**src/rtl/draw_layer_arbiter.sv**
```systemverilog
// draw_layer_arbiter
//   Runs the per-object draw engines once per frame, lowest layer index first
//   (so layer 0 ends up bottom-most), and forwards the granted engine's pixel
//   stream to the single VGA-adapter write port. A colour-key check can turn
//   a pixel into "no write" on a per-layer basis, and a per-layer watchdog
//   aborts an engine that never reports done.
//
// Ports
//   clk, resetn        clock; synchronous reset, active HIGH despite the name
//   go                 frame-start request, only honoured while idle
//   layer_mask         layers to draw this frame (latched on accepted go)
//   trans_en           layers using the colour key (latched on accepted go)
//   start_o            one-cycle start pulse per engine
//   done_i             per-engine done (level or pulse)
//   x_i/y_i/color_i    packed engine pixel buses, layer i in slice i
//   we_i               per-engine write enables
//   X_out/Y_out/
//   Color_out/writeEn  registered pixel write towards the VGA adapter
//   busy               high whenever a frame is in progress
//   frame_done         one-cycle pulse at the end of the frame
//   grant_idx          currently granted layer, 0 when idle
//   timeout_flags      sticky per-layer abort flags, cleared on accepted go
module draw_layer_arbiter #(
  parameter int          NUM_LAYERS  = 6,
  parameter int          IDX_W       = 3,
  parameter int          TIMEOUT     = 131071,
  parameter int          TO_W        = 17,
  parameter logic [11:0] TRANSPARENT = 12'h000
) (
  input  logic                     clk,
  input  logic                     resetn,
  input  logic                     go,
  input  logic [NUM_LAYERS-1:0]    layer_mask,
  input  logic [NUM_LAYERS-1:0]    trans_en,
  output logic [NUM_LAYERS-1:0]    start_o,
  input  logic [NUM_LAYERS-1:0]    done_i,
  input  logic [9*NUM_LAYERS-1:0]  x_i,
  input  logic [8*NUM_LAYERS-1:0]  y_i,
  input  logic [12*NUM_LAYERS-1:0] color_i,
  input  logic [NUM_LAYERS-1:0]    we_i,
  output logic [8:0]               X_out,
  output logic [7:0]               Y_out,
  output logic [11:0]              Color_out,
  output logic                     writeEn,
  output logic                     busy,
  output logic                     frame_done,
  output logic [IDX_W-1:0]         grant_idx,
  output logic [NUM_LAYERS-1:0]    timeout_flags
);

  typedef enum logic [1:0] {
    ST_IDLE  = 2'd0,
    ST_START = 2'd1,
    ST_WAIT  = 2'd2,
    ST_DONE  = 2'd3
  } state_t;

  state_t                state_r;
  logic [NUM_LAYERS-1:0] mask_r;
  logic [NUM_LAYERS-1:0] trans_r;
  logic [TO_W-1:0]       wdog_r;

  logic [IDX_W:0]        first_s;   // {valid, index} of lowest bit in layer_mask
  logic [IDX_W:0]        next_s;    // {valid, index} of next latched layer above grant
  logic [TO_W-1:0]       wdog_nx_s;
  logic                  timeout_s;
  logic [8:0]            x_sel_s;
  logic [7:0]            y_sel_s;
  logic [11:0]           color_sel_s;
  logic                  we_sel_s;
  logic                  done_sel_s;
  logic                  trans_sel_s;
  logic                  pix_we_s;

  // Priority encoder: lowest set bit of m at index >= lo, as {valid, index}.
  function automatic logic [IDX_W:0] scan_from(input logic [NUM_LAYERS-1:0] m,
                                               input int lo);
    logic [IDX_W:0] r;
    r = {(IDX_W+1){1'b0}};
    for (int i = NUM_LAYERS - 1; i >= 0; i--) begin
      if (m[i] && (i >= lo)) begin
        r = {1'b1, IDX_W'(i)};
      end else begin
        r = r;
      end
    end
    return r;
  endfunction

  // One-hot decode of a layer index.
  function automatic logic [NUM_LAYERS-1:0] onehot(input logic [IDX_W-1:0] idx);
    logic [NUM_LAYERS-1:0] r;
    for (int i = 0; i < NUM_LAYERS; i++) begin
      r[i] = (idx == IDX_W'(i));
    end
    return r;
  endfunction

  // Grant scans, saturating watchdog and selection of the granted engine's signals.
  always_comb begin
    first_s     = scan_from(layer_mask, 0);
    next_s      = scan_from(mask_r, int'(grant_idx) + 1);
    // The next value counts the WAIT cycle now ending, so a hung layer gets
    // exactly TIMEOUT WAIT cycles before it is dropped.
    wdog_nx_s   = (wdog_r == TO_W'(TIMEOUT)) ? wdog_r : wdog_r + TO_W'(1);
    timeout_s   = (wdog_nx_s == TO_W'(TIMEOUT));
    x_sel_s     = 9'd0;
    y_sel_s     = 8'd0;
    color_sel_s = 12'd0;
    we_sel_s    = 1'b0;
    done_sel_s  = 1'b0;
    trans_sel_s = 1'b0;
    for (int i = 0; i < NUM_LAYERS; i++) begin
      x_sel_s     = (grant_idx == IDX_W'(i)) ? x_i[9*i +: 9]      : x_sel_s;
      y_sel_s     = (grant_idx == IDX_W'(i)) ? y_i[8*i +: 8]      : y_sel_s;
      color_sel_s = (grant_idx == IDX_W'(i)) ? color_i[12*i +: 12] : color_sel_s;
      we_sel_s    = (grant_idx == IDX_W'(i)) ? we_i[i]             : we_sel_s;
      done_sel_s  = (grant_idx == IDX_W'(i)) ? done_i[i]           : done_sel_s;
      trans_sel_s = (grant_idx == IDX_W'(i)) ? trans_r[i]          : trans_sel_s;
    end
    // Colour key is tested on the live input colour, not on Color_out.
    pix_we_s = we_sel_s & ~(trans_sel_s & (color_sel_s == TRANSPARENT));
  end

  // Frame sequencer FSM with registered pixel path and status outputs.
  always_ff @(posedge clk) begin
    if (resetn) begin
      state_r       <= ST_IDLE;
      mask_r        <= {NUM_LAYERS{1'b0}};
      trans_r       <= {NUM_LAYERS{1'b0}};
      wdog_r        <= {TO_W{1'b0}};
      start_o       <= {NUM_LAYERS{1'b0}};
      X_out         <= 9'd0;
      Y_out         <= 8'd0;
      Color_out     <= 12'd0;
      writeEn       <= 1'b0;
      busy          <= 1'b0;
      frame_done    <= 1'b0;
      grant_idx     <= {IDX_W{1'b0}};
      timeout_flags <= {NUM_LAYERS{1'b0}};
    end else begin
      start_o    <= {NUM_LAYERS{1'b0}};
      frame_done <= 1'b0;
      case (state_r)
        ST_IDLE: begin
          writeEn <= 1'b0;
          if (go) begin
            mask_r        <= layer_mask;
            trans_r       <= trans_en;
            timeout_flags <= {NUM_LAYERS{1'b0}};
            busy          <= 1'b1;
            if (first_s[IDX_W]) begin
              grant_idx <= first_s[IDX_W-1:0];
              start_o   <= onehot(first_s[IDX_W-1:0]);
              state_r   <= ST_START;
            end else begin
              frame_done <= 1'b1;
              state_r    <= ST_DONE;
            end
          end else begin
            state_r <= ST_IDLE;
          end
        end
        ST_START: begin
          X_out     <= x_sel_s;
          Y_out     <= y_sel_s;
          Color_out <= color_sel_s;
          writeEn   <= pix_we_s;
          wdog_r    <= {TO_W{1'b0}};
          state_r   <= ST_WAIT;
        end
        ST_WAIT: begin
          // A pixel arriving alongside done is still forwarded.
          X_out     <= x_sel_s;
          Y_out     <= y_sel_s;
          Color_out <= color_sel_s;
          writeEn   <= pix_we_s;
          wdog_r    <= wdog_nx_s;
          if (done_sel_s || timeout_s) begin
            // done takes priority over a simultaneous timeout: no flag.
            if (!done_sel_s) begin
              timeout_flags <= timeout_flags | onehot(grant_idx);
            end else begin
              timeout_flags <= timeout_flags;
            end
            if (next_s[IDX_W]) begin
              grant_idx <= next_s[IDX_W-1:0];
              start_o   <= onehot(next_s[IDX_W-1:0]);
              state_r   <= ST_START;
            end else begin
              frame_done <= 1'b1;
              state_r    <= ST_DONE;
            end
          end else begin
            state_r <= ST_WAIT;
          end
        end
        ST_DONE: begin
          writeEn   <= 1'b0;
          busy      <= 1'b0;
          grant_idx <= {IDX_W{1'b0}};
          state_r   <= ST_IDLE;
        end
        default: begin
          writeEn   <= 1'b0;
          busy      <= 1'b0;
          grant_idx <= {IDX_W{1'b0}};
          state_r   <= ST_IDLE;
        end
      endcase
    end
  end

endmodule

```
**config.mk**
```make
export PLATFORM = sky130hd
export DESIGN_NAME = draw_layer_arbiter
export DESIGN_NICKNAME = d
export VERILOG_FILES = /design/src/rtl/draw_layer_arbiter.sv
export SDC_FILE = /design/constraint.sdc
export NUM_CORES = 1
export LEC_CHECK = 0
export ABC_AREA = 1
export BUFFER_PORTS_ARGS = -buffer_cell sky130_fd_sc_hd__buf_2
export CORE_AREA = 2 2 118 120
export CTS_CLUSTER_SIZE = 20
export DETAILED_ROUTE_END_ITERATION = 7
export DIE_AREA = 0 0 120 122
export PLACE_DENSITY = 0.8
export SYNTH_ARGS = -nofsm -noshare
export SYNTH_HDL_FRONTEND = slang
export SYNTH_SLANG_ARGS = --single-unit
```
**constraint.sdc**
```tcl
create_clock -name clk -period 2.6 [get_ports clk]
set_clock_uncertainty 0.1 [all_clocks]
set_input_delay 0.26 -clock clk [delete_from_list [all_inputs] [get_ports clk]]
set_output_delay 0.26 -clock clk [all_outputs]
set_load 0.01 [all_outputs]
```
==> impl_metrics.csv <==
group,metric,value,unit
finish,layout-drive-gt1-share,0.283,
cts,cts_sinks,78,
grt,grt_pass1_vias,6525,
sta,tns,0,ns
sta,worst_pin_slew,0.731,ns
sta,worst_slack,0.170,ns
sta,maxSlewHeadroom,0.512,
cts,clk_latency,0.35,ns
drt,drc,0,
cts,clockRootBuffer,"clkbuf_16",
sta,hold_viol_final,0,
die,dieArea,14600,µm²
drt,vias,6984,
cts,post_cts_buffers,0,
flow_run,drv_cap,0,
die,num_io_pins,248,
die,core,13500,µm²
synthesis,ys_top_cells_by_area,"dfxtp_1 29%, nand2_1 20%, a21oi_1 6.2%",
finish,diodes,0,
sta,rsz0062_at_grt,"false",
pwr,p_clk_frac,0.310,
critical_path,r2r_cells,13,
synthesis,ys_ff_latch,78,
cts,postCtsHoldBufs,0,
sta,period_share,0.935,
pwr,power.leakage,0.00361,µW
drt,ant_nets,0,
die,die_w,120,µm
placed_design,io_buffers,247,
sta,setup_viol,0,
critical_path,critPathRequiredTime,2.76,ns
grt,grt_max_degree,60,
synthesis,yosysWarnings,0,
placed_design,hpwlAfterDp,15.5,mm
placed_design,place_congestion,0.933,
die,num_rows,43,
synthesis,synth_area_leader_cell,"dfxtp_1",
finish,syn2layout_area_growth,32.8,%
grt,grt_first_pass_wirelength,31.6,mm
pwr,pwr-share-comb,0.355,
drt,routedWlPerCell,15.3,µm
cts,clk_pin_slew,0.06,ns
die,initial_core_util,0.405,
grt,gr-total-overflow,0,
critical_path,endpoint_kind,"register",
critical_path,start_kind,"register",
pwr,pwr-share-seq,0.335,
cts,cts_tree,"yes",
pwr,ir_drop,350,µV
pwr,p_per_area,550,nW/µm²
outcome,status,"completed",
pwr,switchingPower,1410,µW
cts,cts_made_buffers,9,
sta,maxSlewViolCount,0,
synthesis,synthCells,902,
synthesis,seq_area_frac_synth,0.286,
synthesis,synthesis.nets,1115,
critical_path,cp.arrival,2.59,ns
die,die_y,122,µm
critical_path,worstPathMaxFanout,9,
finish,fillCellCount,1372,
drt,drt-pass1-iter-count,6,
pwr,switching_share,0.353,
hold_path,hold_depth,3,
cts,cts.path.max_buffers,2,
pwr,finalPower,3990,µW
grt,antenna_found_initial,0,
pwr,p_int,2580,µW
sta,min_period,2.43,ns
drt,routed_wl,20.1,mm
cts,htreeDepth,3,
finish,final_nets,1345,
synthesis,yosys.area.top_type_share,0.286,
critical_path,critical_path_class,"register to register",
sta,fmax,411,MHz
drt,avgViaCountPerCell,5.31,
synthesis,synth.distinct_cells,34,
drt,drtIter0Drc,531,
grt,grt_usage,0.272,
hold_path,hp-class,"input pin to register",
synthesis,synth_area_per_cell,6.06,µm²
synthesis,synth_area,5470,µm²
placed_design,pre_cts_ws,0.179,ns
## cell usage after synthesis (all sizes together)
cell type    n
a21boi       1
a21oi       68
a22oi        1
a31oi       20
buf         14
clkbuf      37
clkinv       4
dfxtp       78
ha          12
inv         73
nand2      297
nand3       58
nand3b       4
nand4       19
nor2        76
nor3         6
nor3b        1
o211ai      33
o21a         1
o21ai       67
o21bai       6
o22ai       13
or2         10
xor2         3
## critical path, cell delays in order, from the launching register on
cell     delay, ns
dfxtp_1       0.38
ha_1          0.23
nand2_2       0.09
nor2_4        0.15
nand2_4       0.10
nor2_2        0.14
nand2_1       0.13
nand3_1       0.14
nand3_1       0.09
nor2_1        0.17
nand3_2       0.15
nand2_2       0.18
nand3_1       0.10
a21oi_1       0.18
## power by group through the flow
| stage | Sequential, µW | Clock, µW | Combinational (µW) |
|---|---|---|---|
| 2_1_floorplan | 1380 | 0 | 835 |
| 3_3_place_gp | 1350 | 0 | 1370 |
| 3_5_place_dp | 1360 | 0 | 1380 |
| 4_1_cts | 1330 | 1260 | 1390 |
| 5_1_grt | 1340 | 1310 | 1580 |
| 6_report | 1340 | 1240 | 1420 |
## cell type report
| type | instances | area [µm²] | share of cell area |
|---|---|---|---|
| Sequential cell | 78 | 1560 | 0.216 |
| Clock buffer | 11 | 233 | 0.0321 |
| Multi-Input combinational cell | 696 | 3440 | 0.474 |
| Tap cell | 180 | 225 | 0.0310 |
| Clock inverter | 4 | 48.8 | 0.00672 |
| Inverter | 77 | 289 | 0.0398 |
| Timing Repair Buffer | 270 | 1460 | 0.201 |
## per-stage QoR
step                cells  hold WS, ns  instance area (µm²)   util
global placement     1301        0.338                 6950  0.515
finish               1316       0.0678                 7260  0.537
floorplan             902        0.308                 5470      -
global route         1316       0.0790                 7260  0.537
detailed placement   1301        0.344                 6950  0.515
CTS                  1316       0.0616                 7230  0.535
## what timing repair did
item	4_1_cts	5_1_grt
endpoints found under the setup margin	0	17
gates resized for setup	0	10
hold endpoints to repair	0	0
## cell families (layout without fill, tap and decap cells)
| group | Yosys count | in the layout | share of synthesized area |
|---|---|---|---|
| and+or+nand+nor | 471 | 471 | 0.372 |
| buffers and inverters | 128 | 362 | 0.0911 |
| DFF | 78 | 78 | 0.286 |
| AOI/OAI and AO/OA | 210 | 210 | 0.219 |
| xor gates and xnor gates | 3 | 3 | 0.00481 |
| adders and majority gates | 12 | 12 | 0.0275 |
## placed cells by master (no fill, tap or decap), types with 6 or more instances in the layout
cell type	Yosys	routed
nand2_2	7	9
nand2_1	289	286
nand4_1	19	19
buf_2	8	247
nand3_1	55	55
inv_1	73	72
nor2_1	69	67
ha_1	12	12
or2_2	10	10
a21oi_1	68	68
o22ai_1	13	13
o211ai_1	33	33
buf_4	0	19
o21ai_0	57	56
dfxtp_1	78	76
a31oi_1	20	19
o21ai_1	10	10
clkbuf_16	0	9
o21bai_1	6	6
## registers in the layout, indices dropped and copies added, names as in the netlist, 3 cells and up
name	flops
mask_r	6
Color_out	12
start_o	6
X_out	9
wdog_r	17
Y_out	8
trans_r	6
timeout_flags	6
grant_idx	3
## path summary, 6_finish.rpt
path / startpoint / end / slack, ns
min reg2reg: timeout_flags[4] / timeout_flags[4] / 0.35
min: trans_en[1] / trans_r[1] / 0.07
max: wdog_r[1] / start_o[0] / 0.17
max reg2reg: wdog_r[1] / start_o[0] / 0.17
## layer usage
metal | global-route usage | vias up | wire length (µm)
met5 | 0 | - | 0
met4 | 0.118 | 0 | 707
met3 | 0.0735 | 59 | 1660
met2 | 0.451 | 342 | 9330
met1 | 0.331 | 3125 | 8420
li1 | - | 3458 | -
Note: power is estimated with default switching activity, not from simulation.
